$ cat config.mk
export PLATFORM = sky130hd
export DESIGN_NAME = fmc_arbiter
export DESIGN_NICKNAME = d
export VERILOG_FILES = /design/src/rtl/fmc_arbiter.sv
export SDC_FILE = /design/constraint.sdc
export NUM_CORES = 1
export LEC_CHECK = 0
export ABC_AREA = 1
export BUFFER_PORTS_ARGS = -buffer_cell sky130_fd_sc_hd__buf_2
export CORE_ASPECT_RATIO = 1.5
export CORE_MARGIN = 2
export CORE_UTILIZATION = 31
export DETAILED_ROUTE_END_ITERATION = 16
export PLACE_DENSITY = 0.69
export REMOVE_ABC_BUFFERS = 1
export SLEW_MARGIN = 20
export SYNTH_ARGS = -nofsm -noshare
export SYNTH_HDL_FRONTEND = slang
export SYNTH_SLANG_ARGS = --single-unit
$ cat constraint.sdc
create_clock -name clk -period 2.3 [get_ports clk]
set_clock_uncertainty 0.1 [all_clocks]
set_input_delay 0.23 -clock clk [delete_from_list [all_inputs] [get_ports clk]]
set_output_delay 0.23 -clock clk [all_outputs]
set_load 0.005 [all_outputs]
$ cat src/rtl/fmc_arbiter.sv
// Round-robin arbiter sharing one fmc port among NUM_REQ requesters, one access in flight.
// Optional access timeout is compiled in with `define FMC_TIMEOUT_EN.
module fmc_arbiter #(
  parameter int NUM_REQ = 3,
  parameter int ADDR_W  = 16,
  parameter int DATA_W  = 16,
  parameter int TIMEOUT = 255
) (
  input  logic                      clk,
  input  logic                      rst,
  input  logic [NUM_REQ-1:0]        req,
  input  logic [NUM_REQ-1:0]        req_we,
  input  logic [NUM_REQ*ADDR_W-1:0] req_addr,
  input  logic [NUM_REQ*DATA_W-1:0] req_wdata,
  output logic [NUM_REQ-1:0]        gnt,
  output logic [NUM_REQ-1:0]        done,
  output logic [DATA_W-1:0]         rdata,
  output logic                      busy,
  output logic                      err,
  output logic                      fmc_ce,
  output logic                      fmc_oe,
  output logic                      fmc_we,
  output logic [ADDR_W-1:0]         fmc_addr,
  output logic [DATA_W-1:0]         fmc_wdata,
  input  logic [DATA_W-1:0]         fmc_rdata,
  input  logic                      fmc_ready,
  output logic [1:0]                dbg_state
);

  // Handshake: a requester raises req with its command stable and holds it until
  // its done pulse; the command is captured on the granting edge, so later changes
  // to req/req_we/req_addr/req_wdata do not affect the access already in flight.

  localparam int IDX_W = (NUM_REQ > 1) ? $clog2(NUM_REQ) : 1;

  typedef enum logic [1:0] {
    ST_IDLE    = 2'd0,
    ST_ACCESS  = 2'd1,
    ST_RECOVER = 2'd2
  } state_t;

  state_t             state_q, state_d;
  logic [IDX_W-1:0]   ptr_q, ptr_d;
  logic [IDX_W-1:0]   sel_q, sel_d;
  logic [NUM_REQ-1:0] gnt_d, done_d;
  logic [DATA_W-1:0]  rdata_d;
  logic               busy_d, ce_d, oe_d, we_d;
  logic [ADDR_W-1:0]  addr_d;
  logic [DATA_W-1:0]  wdata_d;

  logic               win_found;
  logic [IDX_W-1:0]   win_idx;
  logic [IDX_W-1:0]   cand_idx;
  int                 cand;

  logic [ADDR_W-1:0]  addr_arr  [NUM_REQ];
  logic [DATA_W-1:0]  wdata_arr [NUM_REQ];

`ifdef FMC_TIMEOUT_EN
  localparam int CNT_W = (TIMEOUT > 255) ? 16 : 8;
  localparam logic [CNT_W-1:0] CNT_LAST = CNT_W'(TIMEOUT - 1);
  logic [CNT_W-1:0] cnt_q, cnt_d;
  logic             err_q, err_d;
`endif

  assign dbg_state = state_q;

  always_comb begin
    for (int i = 0; i < NUM_REQ; i++) begin
      addr_arr[i]  = req_addr[i*ADDR_W +: ADDR_W];
      wdata_arr[i] = req_wdata[i*DATA_W +: DATA_W];
    end
  end

  // Scan starts just past the last winner, so the previous grantee has lowest priority.
  always_comb begin
    win_found = 1'b0;
    win_idx   = '0;
    cand      = 0;
    cand_idx  = '0;
    for (int k = 1; k <= NUM_REQ; k++) begin
      cand = int'(ptr_q) + k;
      if (cand >= NUM_REQ) cand = cand - NUM_REQ;
      cand_idx = IDX_W'(cand);
      if (!win_found && req[cand_idx]) begin
        win_found = 1'b1;
        win_idx   = cand_idx;
      end
    end
  end

  always_comb begin
    state_d = state_q;
    ptr_d   = ptr_q;
    sel_d   = sel_q;
    gnt_d   = gnt;
    done_d  = '0;
    rdata_d = rdata;
    ce_d    = fmc_ce;
    oe_d    = fmc_oe;
    we_d    = fmc_we;
    addr_d  = fmc_addr;
    wdata_d = fmc_wdata;
`ifdef FMC_TIMEOUT_EN
    cnt_d   = cnt_q;
    err_d   = 1'b0;
`endif
    case (state_q)
      ST_IDLE: begin
        if (win_found) begin
          sel_d          = win_idx;
          ptr_d          = win_idx;
          gnt_d          = '0;
          gnt_d[win_idx] = 1'b1;
          ce_d           = 1'b1;
          oe_d           = ~req_we[win_idx];
          we_d           = req_we[win_idx];
          addr_d         = addr_arr[win_idx];
          wdata_d        = wdata_arr[win_idx];
`ifdef FMC_TIMEOUT_EN
          cnt_d          = '0;
`endif
          state_d        = ST_ACCESS;
        end
      end
      ST_ACCESS: begin
        if (fmc_ready) begin
          if (!fmc_we) rdata_d = fmc_rdata;
          done_d[sel_q] = 1'b1;
          gnt_d         = '0;
          ce_d          = 1'b0;
          oe_d          = 1'b0;
          we_d          = 1'b0;
          state_d       = ST_RECOVER;
        end
`ifdef FMC_TIMEOUT_EN
        // Ready on the expiry edge takes the branch above, so it completes normally.
        else if (cnt_q == CNT_LAST) begin
          done_d[sel_q] = 1'b1;
          err_d         = 1'b1;
          gnt_d         = '0;
          ce_d          = 1'b0;
          oe_d          = 1'b0;
          we_d          = 1'b0;
          state_d       = ST_RECOVER;
        end else begin
          cnt_d = cnt_q + 1'b1;
        end
`endif
      end
      ST_RECOVER: begin
        state_d = ST_IDLE;
      end
      default: begin
        state_d = ST_IDLE;
      end
    endcase
    busy_d = (state_d != ST_IDLE);
  end

  always_ff @(posedge clk or posedge rst) begin
    if (rst) begin
      state_q   <= ST_IDLE;
      ptr_q     <= IDX_W'(NUM_REQ - 1);
      sel_q     <= '0;
      gnt       <= '0;
      done      <= '0;
      rdata     <= '0;
      busy      <= 1'b0;
      fmc_ce    <= 1'b0;
      fmc_oe    <= 1'b0;
      fmc_we    <= 1'b0;
      fmc_addr  <= '0;
      fmc_wdata <= '0;
    end else begin
      state_q   <= state_d;
      ptr_q     <= ptr_d;
      sel_q     <= sel_d;
      gnt       <= gnt_d;
      done      <= done_d;
      rdata     <= rdata_d;
      busy      <= busy_d;
      fmc_ce    <= ce_d;
      fmc_oe    <= oe_d;
      fmc_we    <= we_d;
      fmc_addr  <= addr_d;
      fmc_wdata <= wdata_d;
    end
  end

`ifdef FMC_TIMEOUT_EN
  always_ff @(posedge clk or posedge rst) begin
    if (rst) begin
      cnt_q <= '0;
      err_q <= 1'b0;
    end else begin
      cnt_q <= cnt_d;
      err_q <= err_d;
    end
  end
  assign err = err_q;
`else
  assign err = 1'b0;
`endif

endmodule
# Word-level counts from Yosys, hierarchy flattened
# Index checks and enable logic that the tools add are counted.
# totals
regBits,64
wordCells,89
out_inout_bits,61
in_bits,121
# op_classes
magnitude_cmp,11
n_addsub,6
eq_ne,3
muxes,42
bitwise_logic,3
n_reduce_logical,12
# op_table
op,n
binary-select mux 16 bit (select 2 bit),2
two-way mux 16 bit,4
two-way mux 2 bit,8
< comparator 2 x 3 -> 1 bit (second input constant),5
two-way mux 1 bit,13
two-way mux 3 bit,4
greater-or-equal comparator 3 x 2 -> 1 bit (second input constant),3
binary-select mux 1 bit (select 2 bit),4
adder 2 x 2 -> 3 bit (second input constant),2
one-hot mux 1 bit (2 select lines),3
one-hot mux 3 bit (2 select lines),1
AND reduction 3 bit,2
subtractor 2 bit (second input constant),3
demux 1 bit (select 2 bit),2
greater-or-equal comparator 2 x 1 -> 1 bit (second input constant),2
logical AND 1 bit,4
inequality test 2 bit (second input constant),2
one-hot mux 2 bit (2 select lines),1
nonzero test 2 bit,2
adder 2 x 1 -> 3 bit (second input constant),1
greater-or-equal comparator 3 bit (second input constant),1
NOT 2 -> 3 bit,1
equality test 2 x 1 -> 1 bit (second input constant),1
zero test 1 bit,2
3 further kinds,4

# Logic depth before layout (Yosys ltp)
# logic_depth
depth_word,18
depth_mapped,16
ltp_nobuf,16

# Worst setup path after synthesis
# Ideal clock, no wire load.
# synth_path
path_kind,register to register
from,register ptr_q[0]
to,register fmc_wdata[11]
setup_ps,116
setup_slack_ps,8
stages_incl_launch_ff,14
t_arrival_ps,2075
synth_period_minus_slack_ps,2292
cell_sequence,dfrtp_1 inv_2 ha_1 inv_2 nand2_1 nand3_1 nand2_2 nand2_1 nor3_1 nor2_1 nor2_4 buf_4 nand2_1 nand2_1
# synth_via
elab_chain_len,16
# synth_rtl
element,line,rtl
"start, declared",43,"logic [IDX_W-1:0] ptr_q, ptr_d;"
"start signal, assigned",164,ptr_q <= IDX_W'(NUM_REQ - 1);
"start signal, assigned",177,ptr_q <= ptr_d;
adder 2 x 1 -> 3 bit,82,cand = int'(ptr_q) + k;
greater-or-equal comparator 3 x 2 -> 1 bit or subtractor 2 bit (tied branches),83,if (cand >= NUM_REQ) cand = cand - NUM_REQ;
two-way mux 2 bit,83,
binary-select mux 1 bit (select 2 bit),85,if (!win_found && req[cand_idx]) begin
two-way mux 1 bit (not written as such),85,
two-way mux 1 bit,85,
zero test 1 bit,85,
logical AND 1 bit,85,
two-way mux 1 bit,85,
zero test 1 bit,85,
logical AND 1 bit,85,
two-way mux 2 bit,85,
NOT 2 -> 3 bit (not written as such),119,wdata_d = wdata_arr[win_idx];
binary-select mux 16 bit (select 2 bit),119,
two-way mux 16 bit (not written as such) (2 in a row),119,
"end signal, assigned",187,fmc_wdata <= wdata_d;
"end, declared",24,"output logic [DATA_W-1:0] fmc_wdata,"
# Several ways; a longest one is shown, not always the timed one. The select of a mux whose other input is x is not followed.
# A chain may end at the register's enable or synchronous reset.

# Worst setup path after layout
# layout_path
from,register ptr_q[0]
to,register fmc_wdata[7]
# Same word-level chain as after synthesis.

==> flow_summary.json <==
{
  "routedWlPerCell_um": 14.76,
  "start_util_pct": 31.80,
  "drv_cap": 0,
  "fmax_mhz": 422.1,
  "vias": 3810,
  "insertion_delay_ns": 0.33,
  "wl_um": 12120,
  "path_clk_slew_ns": 0.06,
  "viasPerCell": 4.641,
  "clock-root-buffer": "clkbuf_16",
  "dpl.cell_count": 775,
  "gp_congestion": 0.9103,
  "busiest_layer": "met2",
  "layout-drive-gt1-share_pct": 52.67,
  "cts_buffers": 9,
  "worstPathRequired_ns": 2.42,
  "nFillCells": 1021,
  "violations": "negative setup slack",
  "grt_pass1_wl_um": 17790,
  "min_period_over_period_pct": 103.0,
  "fin_nets": 794,
  "layout_commonest_cell": "buf_2",
  "drv_slew": 0,
  "synth_cell_types": 28,
  "leakagePower_nw": 3.088,
  "final_antenna_net_count": 0,
  "synth_area_per_cell_um2": 7.841,
  "ys_seq_elements": 63,
  "worst_slack_ns": -0.06920,
  "yosysWarnings": 0,
  "overflow": 0,
  "ir_drop_v": 0.0009962,
  "pwr_density_cell_mw_per_mm2": 2011,
  "rsz0062_at_grt": "yes",
  "netlist_instances": 446,
  "holdPathStages": 3,
  "whs_ns": 0.01280,
  "use_met1_pct": 20.67,
  "io_pins": 182,
  "final_cell_mix": "buf_2 (180), nand2_1 (159), dfrtp_1 (62), nand2_2 (41), inv_1 (25)",
  "synth.yosys.seq_area_share_pct": 45.12,
  "numPortBuffers": 180,
  "hold_viol": 0,
  "ctsHtreeMaxLevel": 3,
  "reg2reg_depth": 14,
  "min_period_ns": 2.369,
  "finalSetupViolCount": 15,
  "crit_type": "reg -> reg",
  "worst_pin_slew_ns": 0.6323,
  "die_w_um": 90.72,
  "cts.path.max_buffers": 2,
  "gr-usage-met3_pct": 3.989,
  "stdcell_count": 821,
  "min_path_type": "in -> reg",
  "core_area_mm2": 0.01100,
  "grt_pass1_vias": 3717,
  "area_growth_pct": 64.08,
  "multi_input_area_mm2": 0.001957,
  "start_kind": "register",
  "dp_hpwl_um": 7587,
  "diodes": 0,
  "cts_tree": "yes",
  "fp.dieArea_mm2": 0.01216,
  "seq_area_mm2": 0.001578,
  "antenna_found_initial": 0,
  "firstDrtPassIters": 4,
  "cp-end-kind": "register",
  "drc": 0,
  "cts.sinks": 63,
  "die_y_um": 134.1,
  "met2_usage_pct": 34.41,
  "critPathMaxFanout": 8,
  "syn_area_mm2": 0.003497,
  "power_mw": 11.54,
  "drt_iter0_drc": 213,
  "grt_usage_pct": 18.52,
  "grt_max_degree": 38,
  "rows": 47,
  "critical_path_arrival_ns": 2.49,
  "status": "finished with violations",
  "slew-limit-headroom_pct": 57.79
}
[metal layers]
| metal | routed length (um) | vias up |
|---|---|---|
| li1 | - | 1827 |
| met1 | 4444 | 1776 |
| met5 | 0 | - |
| met2 | 6728 | 174 |
| met3 | 606 | 33 |
| met4 | 335 | 0 |
[path summary, 6_finish.rpt]
check	start	to	slack, ns
worst max-delay path	ptr_q[0]	fmc_wdata[7]	-0.07
worst min-delay path	req_wdata[41]	fmc_wdata[9]	0.01
worst max register to register	ptr_q[0]	fmc_wdata[7]	-0.07
worst min register to register	sel_q[1]	done[1]	0.37
max in group asynchronous	rst	ptr_q[1]	0.95
min in group asynchronous	rst	fmc_addr[12]	0.47
[flip-flops by register name (all words and copies together), names as in the netlist]
signal and flops:
fmc_addr 16, fmc_wdata 16, done 3, fmc_ce 1, busy 1, dbg_state 2, fmc_we 1, rdata 16
fmc_oe 1, ptr_q 2, sel_q 1, gnt 3
[cell usage after synthesis, drive strengths merged]
| master | n | area share, % |
|---|---|---|
| nand2 | 219 | 26 |
| dfrtp | 62 | 44 |
| inv | 32 | 3.4 |
| a21oi | 24 | 3.4 |
| nand3 | 24 | 3.4 |
| buf | 18 | 4.1 |
| or2 | 17 | 3.0 |
| mux2 | 16 | 5.2 |
| nor2 | 15 | 2.5 |
| o21ai | 7 | 1.0 |
| ha | 4 | 1.4 |
| nor3 | 4 | 0.57 |
| clkbuf | 1 | 0.11 |
| conb | 1 | 0.11 |
| dfstp | 1 | 0.75 |
| o31ai | 1 | 0.21 |
[area by class of cell]
| type | instances | area share [%] |
|---|---|---|
| Sequential cell | 63 | 27.50 |
| Tap cell | 147 | 3.205 |
| Inverter | 32 | 2.268 |
| Clock inverter | 5 | 1.417 |
| Multi-Input combinational cell | 333 | 34.10 |
| Timing Repair Buffer | 230 | 27.28 |
| Clock buffer | 11 | 4.230 |
[where the power goes]
| part | internal (mW) | total, mW | switching [mW] | leakage, nW |
|---|---|---|---|---|
| Clock | 0.979 | 1.49 | 0.513 | 0.156 |
| Sequential | 1.70 | 1.96 | 0.262 | 0.748 |
| Combinational | 3.77 | 8.09 | 4.32 | 2.18 |
[what timing repair did]
| action | 4_1_cts | 5_1_grt |
|---|---|---|
| gates resized for setup | 18 | 82 |
| endpoints found under the setup margin | 40 | 40 |
| pin swaps | 5 | 33 |
| gates cloned | 2 | 6 |
| hold buffers | 11 | 0 |
| hold endpoints to repair | 36 | 0 |
| setup buffers | 4 | 7 |
[cells by family after synthesis]
kind of cell             Yosys count  synth area share (%)
AO/OA/AOI/OAI                     32                 4.651
other                              1                0.1072
flip-flops                        63                 45.12
multiplexers                      16                 5.152
AND/OR/NAND/NOR                  279                 35.89
buffers and inverters             51                 7.656
adder cells (fa/ha/maj)            4                 1.431
[worst max-delay path, cell delays in order, from the launching register on]
cell and delay, ns:
dfrtp_1 0.35, inv_2 0.06, buf_4 0.17, ha_1 0.26, o21ai_2 0.23, nand2_2 0.12, buf_6 0.14, nand3_4 0.09
nand2_4 0.09, buf_4 0.17, clkbuf_16 0.17, a21oi_1 0.13, nand2_1 0.07, nand2_1 0.07, nand2_1 0.05
[metrics by stage]
stage	area [um^2]	worst slack, ns	util, %	setup TNS, ns
2_1_floorplan	3349	-0.4978	-	-14.32
3_3_place_gp	4642	-0.2029	42.21	-3.177
3_5_place_dp	4642	-0.3603	42.21	-9.018
4_1_cts	5254	-0.01425	47.78	-0.01665
5_1_grt	5738	-0.2289	52.18	-4.205
6_report	5738	-0.06920	52.18	-0.2945
No activity file was read; power rests on OpenSTA's default activity.
